File: config.mk
export PLATFORM = sky130hd
export DESIGN_NAME = conv_output_requant
export DESIGN_NICKNAME = d
export VERILOG_FILES = /design/src/rtl/conv_output_requant.sv
export SDC_FILE = /design/constraint.sdc
export NUM_CORES = 1
export LEC_CHECK = 0
export ABC_AREA = 1
export CELL_PAD_IN_SITES_DETAIL_PLACEMENT = 0
export CELL_PAD_IN_SITES_GLOBAL_PLACEMENT = 1
export CORE_MARGIN = 2
export CORE_UTILIZATION = 47
export CTS_BUF_LIST = sky130_fd_sc_hd__clkbuf_4 sky130_fd_sc_hd__clkbuf_8
export DETAILED_ROUTE_END_ITERATION = 7
export GPL_TIMING_DRIVEN = 0
export PLACE_DENSITY = 0.83
export RECOVER_POWER = 100
export SLEW_MARGIN = 20
export SYNTH_ARGS = -nofsm -noshare
export SYNTH_HDL_FRONTEND = slang
export SYNTH_SLANG_ARGS = --single-unit
File: constraint.sdc
create_clock -name clk -period 14.3 [get_ports clk]
set_clock_uncertainty 0.15 [all_clocks]
set_input_delay 2.86 -clock clk [delete_from_list [all_inputs] [get_ports clk]]
set_output_delay 2.86 -clock clk [all_outputs]
set_load 0.02 [all_outputs]
File: src/rtl/conv_output_requant.sv
// Requantizes signed convolution results (optional ReLU, rounding shift, saturation)
// and replays them through a small FIFO on a valid/ready stream with frame tracking.
module conv_output_requant #(
    parameter int ACCUMULATION_WIDTH = 32,
    parameter int IO_DATA_WIDTH      = 16,
    parameter int FEATURE_MAP_WIDTH  = 128,
    parameter int FEATURE_MAP_HEIGHT = 128,
    parameter int OUTPUT_NB_CHANNELS = 16,
    parameter int FIFO_DEPTH         = 8,
    parameter int SHIFT_WIDTH        = 5
) (
    input  logic                                  clk,
    input  logic                                  arst_in,
    input  logic                                  start,
    input  logic [SHIFT_WIDTH-1:0]                shift_amount,
    input  logic                                  relu_en,
    input  logic [ACCUMULATION_WIDTH-1:0]         in_data,
    input  logic                                  in_valid,
    input  logic [$clog2(FEATURE_MAP_WIDTH)-1:0]  in_x,
    input  logic [$clog2(FEATURE_MAP_HEIGHT)-1:0] in_y,
    input  logic [$clog2(OUTPUT_NB_CHANNELS)-1:0] in_ch,
    output logic [IO_DATA_WIDTH-1:0]              out_data,
    output logic [$clog2(FEATURE_MAP_WIDTH)-1:0]  out_x,
    output logic [$clog2(FEATURE_MAP_HEIGHT)-1:0] out_y,
    output logic [$clog2(OUTPUT_NB_CHANNELS)-1:0] out_ch,
    output logic                                  out_valid,
    input  logic                                  out_ready,
    output logic                                  overflow,
    output logic                                  sat_flag,
    output logic                                  done,
    output logic                                  busy
);
    localparam int AW      = ACCUMULATION_WIDTH;
    localparam int IW      = IO_DATA_WIDTH;
    localparam int XW      = $clog2(FEATURE_MAP_WIDTH);
    localparam int YW      = $clog2(FEATURE_MAP_HEIGHT);
    localparam int CW      = $clog2(OUTPUT_NB_CHANNELS);
    localparam int TOTAL   = FEATURE_MAP_WIDTH * FEATURE_MAP_HEIGHT * OUTPUT_NB_CHANNELS;
    localparam int CNT_W   = $clog2(TOTAL + 1);
    localparam int PTR_W   = $clog2(FIFO_DEPTH);
    localparam int ENTRY_W = IW + XW + YW + CW;

    localparam logic signed [AW:0]      SAT_MAX   = {{(AW + 2 - IW){1'b0}}, {(IW - 1){1'b1}}};
    localparam logic signed [AW:0]      SAT_MIN   = {{(AW + 2 - IW){1'b1}}, {(IW - 1){1'b0}}};
    localparam logic signed [AW:0]      RND_ONE   = {{AW{1'b0}}, 1'b1};
    localparam logic [CNT_W-1:0]        TOTAL_C   = CNT_W'(TOTAL);
    localparam logic [CNT_W-1:0]        LAST_C    = CNT_W'(TOTAL - 1);
    localparam logic [PTR_W:0]          DEPTH_C   = (PTR_W + 1)'(FIFO_DEPTH);

    typedef enum logic [1:0] {
        IDLE = 2'd0,
        RUN  = 2'd1,
        DONE = 2'd2
    } state_t;

    logic [SHIFT_WIDTH-1:0]  shift_r;
    logic                    relu_r;
    logic                    stage_valid_r;
    logic [ENTRY_W-1:0]      stage_entry_r;
    logic                    sat_flag_r;
    logic [ENTRY_W-1:0]      mem_r [FIFO_DEPTH];
    logic [PTR_W-1:0]        wr_ptr_r;
    logic [PTR_W-1:0]        rd_ptr_r;
    logic [PTR_W:0]          count_r;
    logic                    overflow_r;
    logic [CNT_W-1:0]        pop_cnt_r;
    state_t                  state_r;
    logic                    busy_r;
    logic                    done_r;

    logic [AW-1:0]           relu_s;
    logic signed [AW:0]      ext_s;
    logic signed [AW:0]      rnd_s;
    logic signed [AW:0]      shifted_s;
    logic [IW-1:0]           quant_s;
    logic                    clamp_s;
    logic                    push_s;
    logic                    pop_s;
    logic                    full_s;
    logic                    accept_s;
    logic [ENTRY_W-1:0]      head_s;

    // ReLU, round-half-up arithmetic shift and clamp of the incoming result
    always_comb begin
        relu_s    = in_data;
        ext_s     = '0;
        rnd_s     = '0;
        shifted_s = '0;
        quant_s   = '0;
        clamp_s   = 1'b0;
        if (relu_r && in_data[AW-1]) begin
            relu_s = '0;
        end else begin
            relu_s = in_data;
        end
        ext_s = {relu_s[AW-1], relu_s};
        if (shift_r != '0) begin
            rnd_s = ext_s + (RND_ONE << (shift_r - SHIFT_WIDTH'(1)));
        end else begin
            rnd_s = ext_s;
        end
        shifted_s = rnd_s >>> shift_r;
        if (shifted_s > SAT_MAX) begin
            quant_s = SAT_MAX[IW-1:0];
            clamp_s = 1'b1;
        end else if (shifted_s < SAT_MIN) begin
            quant_s = SAT_MIN[IW-1:0];
            clamp_s = 1'b1;
        end else begin
            quant_s = shifted_s[IW-1:0];
            clamp_s = 1'b0;
        end
    end

    // Configuration is captured only on start
    always_ff @(posedge clk or posedge arst_in) begin
        if (arst_in) begin
            shift_r <= '0;
            relu_r  <= 1'b0;
        end else if (start) begin
            shift_r <= shift_amount;
            relu_r  <= relu_en;
        end else begin
            shift_r <= shift_r;
            relu_r  <= relu_r;
        end
    end

    // Stage register and sticky saturation flag; a result arriving with start is discarded
    always_ff @(posedge clk or posedge arst_in) begin
        if (arst_in) begin
            stage_valid_r <= 1'b0;
            stage_entry_r <= '0;
            sat_flag_r    <= 1'b0;
        end else if (start) begin
            stage_valid_r <= 1'b0;
            stage_entry_r <= stage_entry_r;
            sat_flag_r    <= 1'b0;
        end else begin
            stage_valid_r <= in_valid;
            if (in_valid) begin
                stage_entry_r <= {quant_s, in_x, in_y, in_ch};
                sat_flag_r    <= sat_flag_r | clamp_s;
            end else begin
                stage_entry_r <= stage_entry_r;
                sat_flag_r    <= sat_flag_r;
            end
        end
    end

    always_comb begin
        push_s   = stage_valid_r;
        pop_s    = (count_r != '0) && out_ready;
        full_s   = (count_r == DEPTH_C);
        // a full FIFO still accepts when the head leaves in the same cycle
        accept_s = push_s && (!full_s || pop_s);
        head_s   = mem_r[rd_ptr_r];
    end

    // FIFO storage, pointers, occupancy and sticky drop flag
    always_ff @(posedge clk or posedge arst_in) begin
        if (arst_in) begin
            for (int i = 0; i < FIFO_DEPTH; i++) begin
                mem_r[i] <= '0;
            end
            wr_ptr_r   <= '0;
            rd_ptr_r   <= '0;
            count_r    <= '0;
            overflow_r <= 1'b0;
        end else if (start) begin
            wr_ptr_r   <= '0;
            rd_ptr_r   <= '0;
            count_r    <= '0;
            overflow_r <= 1'b0;
        end else begin
            if (accept_s) begin
                mem_r[wr_ptr_r] <= stage_entry_r;
                wr_ptr_r        <= wr_ptr_r + PTR_W'(1);
            end else begin
                wr_ptr_r <= wr_ptr_r;
            end
            if (pop_s) begin
                rd_ptr_r <= rd_ptr_r + PTR_W'(1);
            end else begin
                rd_ptr_r <= rd_ptr_r;
            end
            case ({accept_s, pop_s})
                2'b10:   count_r <= count_r + (PTR_W + 1)'(1);
                2'b01:   count_r <= count_r - (PTR_W + 1)'(1);
                default: count_r <= count_r;
            endcase
            if (push_s && full_s && !pop_s) begin
                overflow_r <= 1'b1;
            end else begin
                overflow_r <= overflow_r;
            end
        end
    end

    // Frame control: saturating pop counter with IDLE/RUN/DONE sequencing
    always_ff @(posedge clk or posedge arst_in) begin
        if (arst_in) begin
            state_r   <= IDLE;
            busy_r    <= 1'b0;
            done_r    <= 1'b0;
            pop_cnt_r <= '0;
        end else if (start) begin
            state_r   <= RUN;
            busy_r    <= 1'b1;
            done_r    <= 1'b0;
            pop_cnt_r <= '0;
        end else begin
            if (pop_s && (pop_cnt_r != TOTAL_C)) begin
                pop_cnt_r <= pop_cnt_r + CNT_W'(1);
            end else begin
                pop_cnt_r <= pop_cnt_r;
            end
            case (state_r)
                RUN: begin
                    if (pop_s && (pop_cnt_r == LAST_C)) begin
                        state_r <= DONE;
                        busy_r  <= 1'b0;
                        done_r  <= 1'b1;
                    end else begin
                        state_r <= RUN;
                        busy_r  <= 1'b1;
                        done_r  <= 1'b0;
                    end
                end
                DONE: begin
                    state_r <= DONE;
                    busy_r  <= 1'b0;
                    done_r  <= 1'b1;
                end
                default: begin
                    state_r <= IDLE;
                    busy_r  <= 1'b0;
                    done_r  <= 1'b0;
                end
            endcase
        end
    end

    assign out_valid = (count_r != '0);
    assign {out_data, out_x, out_y, out_ch} = head_s;
    assign overflow  = overflow_r;
    assign sat_flag  = sat_flag_r;
    assign done      = done_r;
    assign busy      = busy_r;

endmodule

==> flow_metrics.py <==
metrics = {
    "global_route": {
        "grt_usage_pct": 32.4,
        "grt_pass1_wl_um": 119000,
        "antenna_found_initial": 3,
        "grt_pass1_vias": 20400,
        "grt_overflow_total": 0,
        "grt_max_degree": 107,
    },
    "floorplanning": {
        "initial_core_util_pct": 47.7,
        "die-area_um2": 47800,
        "die_h_um": 219,
        "num_rows": 78,
        "fp.dieW_um": 219,
        "pin_count": 100,
        "fp.coreArea_um2": 45400,
    },
    "sta": {
        "maxSlewHeadroom_pct": -172,
        "tightest_slew_ps": 4060,
        "final_hold_viol_count": 0,
        "period_share_pct": 63.5,
        "report.final.slew_viol_count": 152,
        "layout_setup_ws_ps": 5220,
        "max_freq_ghz": 0.110,
        "setup_viol": 0,
        "period_needed_ps": 9080,
        "grt_setup_unrepaired": "no",
    },
    "outcome": {
        "status": "finished, violations left",
        "violations": "max-capacitance violations, max-slew violations",
    },
    "synth": {
        "netlist_top_cells_area": "dfrtp_1 (40%), nand2_1 (12%), mux2_2 (8.8%)",
        "yosysUniqueCellTypes": 47,
        "syn_area_per_cell_um2": 7.36,
        "yosysSeqAreaShare_pct": 40.1,
        "synth_top_cell_by_area": "dfrtp_1",
        "synth_warnings": 0,
        "ys_ff_latch": 347,
        "syn_inst": 2940,
        "syn_area_um2": 21600,
        "syn_nets": 3043,
        "yosysTopAreaCellShare_pct": 40.1,
    },
    "worst_setup_path": {
        "worstPathArrival_ps": 9470,
        "cp_slowest_cell": "clkbuf_1",
        "timing.critical_path.buf_inv": 8,
        "cp-end-kind": "flop",
        "cp.required_ps": 14690,
        "path_max_fanout": 10,
        "path_delay_family": "buffers and inverters",
        "cpMostUsedCell": "nand2_1",
        "critPathLaunchType": "primary input",
        "cp_slowest_stage_delay_ps": 580,
        "worstSetupPathType": "in -> reg",
    },
    "clock_network": {
        "cts_tree": "yes",
        "cts_buffers": 61,
        "cts_htree_levels": 2,
        "path_clk_slew_ps": 60,
        "cts_sinks": 347,
        "cts_resized": 0,
        "clk-insertion-delay-late_ps": 680,
        "root_buffer": "clkbuf_8",
        "ctsHoldBuffers": 0,
        "cts_setup_buffers": 0,
        "clockBufferDepth": 3,
    },
    "placement": {
        "dpl.cell_count": 3642,
        "io_buffers": 99,
        "gp_congestion": 1.00,
        "dpl_cell_area_um2": 23500,
        "hpwlAfterDp_um": 58400,
        "dpl_worst_slack_ps": 6110,
    },
    "final_layout": {
        "drive_gt1_share_pct": 11.4,
        "syn2layout_area_growth_pct": 14.3,
        "final_common_cell": "nand2_1",
        "layout.nets": 3208,
        "diodes": 0,
        "final_cell_mix": "nand2_1 (687), dfrtp_1 (347), nand3_1 (339), inv_1 (334), o21ai_0 (325)",
        "stdcell_area_um2": 24700,
        "finalNonFillerCells": 3754,
    },
    "route": {
        "viasPerCell": 5.66,
        "totalWireLength_um": 76500,
        "drt_first_pass_iters": 6,
        "drtIter0Drc": 2369,
        "vias": 21300,
        "antenna_left": 0,
        "wl_per_cell_um": 20.4,
        "drc": 0,
    },
    "min_path": {
        "hold_path.class": "reg -> reg",
    },
    "power": {
        "leakage_nw": 12.3,
        "pwr_density_cell_nw_per_um2": 131,
        "ir_worst_vdd_v": 0.0000980,
    },
    "job": {
        "drv_cap": 2,
    },
}
registers in the layout (all words and copies together) (netlist names), 3 cells and up:
name and cells:
count_r 4, mem_r 272, pop_cnt_r 19, rd_ptr_r 3, shift_r 5, stage_entry_r 34
wr_ptr_r 3
worst register-to-register path, delay by kind of cell (launching register included):
| family | cells | cell delay, ps |
|---|---|---|
| buffers and inverters | 10 | 3180 |
| and+or+nand+nor | 21 | 2540 |
| adders and majority gates | 2 | 690 |
| AOI/OAI and AO/OA | 2 | 430 |
| DFF | 1 | 350 |
report_power, final:
group	internal (mW)	total (mW)	switching (mW)	leakage, nW
Clock	0.564	0.998	0.434	0.717
Sequential	1.12	1.18	0.0591	4.20
Combinational	0.365	1.07	0.707	7.38
Total	2.05	3.25	1.20	12.3
stage by stage:
stage / power [mW] / utilization, % / hold slack (ps) / TNS [ps]
2_1_floorplan: 1.86 / - / 307 / 0
3_3_place_gp: 2.25 / 51.5 / 333 / -863340
3_5_place_dp: 2.28 / 51.7 / 340 / 0
4_1_cts: 3.28 / 54.7 / 353 / 0
5_1_grt: 3.43 / 54.5 / 360 / 0
6_report: 3.25 / 54.5 / 348 / 0
area by class of cell:
type	count	area (µm²)
fill	4481	20600
multi-input combinational	2063	10900
sequential	347	8680
inverter	345	1300
clock buffer	98	1230
timing repair buffer	102	1050
buffer	185	753
tap	600	751
clock inverter	14	115
kinds of logic after synthesis:
family / count (synthesis) / synth area share, %
multiplexers: 170 / 8.84
buffers and inverters: 530 / 9.53
AND/OR/NAND/NOR: 1296 / 25.6
XOR/XNOR: 5 / 0.202
flip-flops: 347 / 40.1
adder cells (fa/ha/maj): 42 / 2.50
AO/OA/AOI/OAI: 550 / 13.3
path summary, 6_finish.rpt:
check,start,slack [ps],depth (start not counted),to
max in group asynchronous,arst_in,5560,3,mem_r[109]$_DFFE_PP0P_
worst min register to register,overflow$_DFFE_PP0P_,350,2,overflow$_DFFE_PP0P_
worst min-delay path,overflow$_DFFE_PP0P_,350,2,overflow$_DFFE_PP0P_
worst max-delay path,in_data[31],5220,35,stage_entry_r[23]$_DFFE_PP0P_
min in group asynchronous,arst_in,3700,2,shift_r[3]$_DFFE_PP0P_
worst max register to register,shift_r[3]$_DFFE_PP0P_,6820,35,stage_entry_r[23]$_DFFE_PP0P_
cells in the mapped netlist (all sizes together):
cell and count:
buf 42, clkinv 4, nor3 10, nand2 693, a31oi 36, and2 1, o21a 1, o22ai 3
a21oi 166, xnor2 3, nand4 13, xor2 2, nor2 210, o211ai 2, mux2 169, ha 40
nand3b 4, fa 2, a221oi 1, mux2i 1, nor3b 1, dfrtp 347, nor4 5, nand3 347
o21ai 336, o21bai 3, or2 12, inv 341, a211oi 2, clkbuf 143
per-layer routing:
layer / track usage, % / vias to the layer above / wire length (µm)
met5: 0 / - / 13
met4: 9.77 / 2 / 2000
met3: 6.22 / 144 / 6360
met2: 48.5 / 942 / 33300
met1: 47.2 / 10200 / 34900
li1: - / 9961 / -
Power figures use the tool's default switching activity.
==> variant: new RTL, same flow settings <==
The parameter `FEATURE_MAP_HEIGHT` goes from 128 to 256.
--- a/src/rtl/conv_output_requant.sv
+++ b/src/rtl/conv_output_requant.sv
@@ -6,3 +6,3 @@
     parameter int FEATURE_MAP_WIDTH  = 128,
-    parameter int FEATURE_MAP_HEIGHT = 128,
+    parameter int FEATURE_MAP_HEIGHT = 256,
     parameter int OUTPUT_NB_CHANNELS = 16,
Ports: changed (resized in_y and out_y); port bits go from 100 to 102. No check against the original RTL was run, so the function may have changed too.
==> variant against the original RTL <==
- the flow still finishes with violations (max-capacitance violations, max-slew violations)
- worst hold slack got worse by 5.8 ps
- setup slack got worse by 260 ps
- cell area rose by 2.0%
- wire length fell by 7.0%
- synthesized area rose by 1.7%
- power rose by 2.1%
- sequential share of layout area rose by 0.30 points
- sequential cell count rose by 10
- non-clock buffer count rose by 6
- critical endpoint is now stage_entry_r[21]
==> variant: results (changes against the original RTL) <==
run status finished with violations (unchanged); failing checks max-capacitance violations, max-slew violations (unchanged); minimum setup slack after placement 6040 ps (was 6110 ps); wire length of the first global-routing pass 111000 um (was 119000 um); start point of the critical path in_data[31] (unchanged); number of cell instances on the worst register-to-register path 39 (was 35); clock buffers created by TritonCTS 66 (was 61); registers with the most flip-flops mem_r x280, stage_entry_r x35, pop_cnt_r x20 (was mem_r x272, stage_entry_r x34, pop_cnt_r x19); number of detailed-routing iterations run before antenna repair 6 (unchanged); RR Startpoint shift_r[2] (was shift_r[3]); vias per cell 5.49 (was 5.66); Worst-path clk slew 60 ps (about the same); post-synthesis xor/xnor area fraction 0.00199 (was 0.00202); number of pins with negative max-slew slack in the final report 141 (was 152); detailed placement HPWL 53900 um (was 58400 um); Compound-Gate Fraction of Synth Area 0.123 (was 0.133); CP max stage delay 550 ps (was 580 ps); FILL cells 4554 (was 4481); CP Data Arrival Time 9750 ps (was 9470 ps); worst hold endpoint overflow (unchanged); mux cell area share after synthesis 0.0890 (was 0.0884); number of diodes added for antenna fixing 0 (unchanged); number of buffers on the longest clock path 3 (unchanged); setup slack of the worst register-to-register path 7040 ps (was 6820 ps); iteration-0 DRC count of the detailed router 1869 (was 2369); highest fanout seen on the critical path 10 (unchanged); proportion of synthesized chip area in sequential cells 0.406 (was 0.401); top cells by instance count after synthesis sky130_fd_sc_hd__nand2_1, sky130_fd_sc_hd__dfrtp_1, sky130_fd_sc_hd__inv_1 (was sky130_fd_sc_hd__nand2_1, sky130_fd_sc_hd__dfrtp_1, sky130_fd_sc_hd__nand3_1); CTS HTree Levels 3 (was 2); start point of the worst min-delay path overflow (unchanged); maximum number of pins on one net before global-route repair 81 (was 107); average wire per standard cell 18.7 um (was 20.4 um); Net count, final 3252 (was 3208); number of buffers inserted to repair setup after CTS 0 (unchanged); dominant cells by area after synthesis sky130_fd_sc_hd__dfrtp_1, sky130_fd_sc_hd__nand2_1, sky130_fd_sc_hd__mux2_2 (unchanged); master cell of the clock root buffer sky130_fd_sc_hd__clkbuf_8 (unchanged); number of max-cap violations 2 (unchanged); Critical R2R Capture stage_entry_r[21] (was stage_entry_r[23]); leakage dissipation 12.5 nW (was 12.3 nW); Netlist cell types 45 (was 47); adder and majority cell fraction of the synthesized area 0.0245 (was 0.0250); ys flop type sky130_fd_sc_hd__dfrtp_1 (unchanged); antenna violations before repair 1 (was 3); syn nets 3079 (was 3043); fraction of layout cells with a size suffix above 1 0.119 (was 0.114); PostCTS Resize Cnt 0 (unchanged); VDD IR max 0.108 mV (was 0.0980 mV); fraction of registers with async set/reset 1.00 (unchanged); Cells on Worst Hold Path 2 (unchanged); Tightest Hold Check Type reg2reg (unchanged); Port-buffer cells 101 (was 99); gr usage total 0.296 (was 0.324); clk_lat worst skew 620 ps (was 680 ps); number of global-route vias before repair 20411 (was 20419); weighted congestion at the end of routability-driven global placement 0.943 (was 1.00); CP max stage cell sky130_fd_sc_hd__dlygate4sd3_1 (was sky130_fd_sc_hd__clkbuf_1); warning count from the yosys run 0 (unchanged); relative slew slack -1.61 (was -1.72)
## variant: layer usage
metal  GRT usage  vias up  part of all wire
met1       0.384     9913              0.43
met5           0        -                 0
li1            -    10038                 -
met3      0.0400      149             0.054
met4       0.107        0             0.035
met2       0.506      757              0.48
## variant: layout make-up
cell class	instances	share of cell area
Clock inverter	16	0.00595
Sequential cell	357	0.354
Multi-Input combinational cell	2082	0.434
Timing Repair Buffer	105	0.0435
Clock buffer	97	0.0499
Buffer	188	0.0311
Inverter	348	0.0519
Tap cell	607	0.0301
## variant: power by group
part	internal [mW]	switching, mW
clock	0.602	0.448
combinational	0.371	0.688
sequential	1.16	0.0567
## variant: worst max path at each step
stage                              to  slack (ps)  cells past startpoint
finish              stage_entry_r[21]        4960                     33
global route        stage_entry_r[24]        4420                     33
CTS                 stage_entry_r[21]        6710                     37
detailed placement  stage_entry_r[21]        6040                     37
global placement         pop_cnt_r[3]       -2870                      2
floorplan                        busy        1380                      1
## variant: critical path, delay by kind of cell
family / cells / cell delay, ps
buf+inv: 8 / 2790
fa+ha+maj: 2 / 670
simple gates: 23 / 3410
## variant: kinds of logic after synthesis
group                      after synthesis
adders and majority gates               42
muxes                                  174
AOI/OAI and AO/OA                      524
and+or+nand+nor                       1337
xor gates and xnor gates                 5
DFF                                    357
buffers and inverters                  536
## variant: metrics by stage
| step | hold WS (ps) | cell area, um^2 | std cells | setup TNS, ps |
|---|---|---|---|---|
| after floorplan | 325 | 22000 | 2975 | 0 |
| after global placement | 320 | 23800 | 3683 | -1007940 |
| after detailed placement | 335 | 23900 | 3687 | 0 |
| after CTS | 350 | 25300 | 3800 | 0 |
| after global routing | 358 | 25200 | 3800 | 0 |
| final | 342 | 25200 | 3800 | 0 |
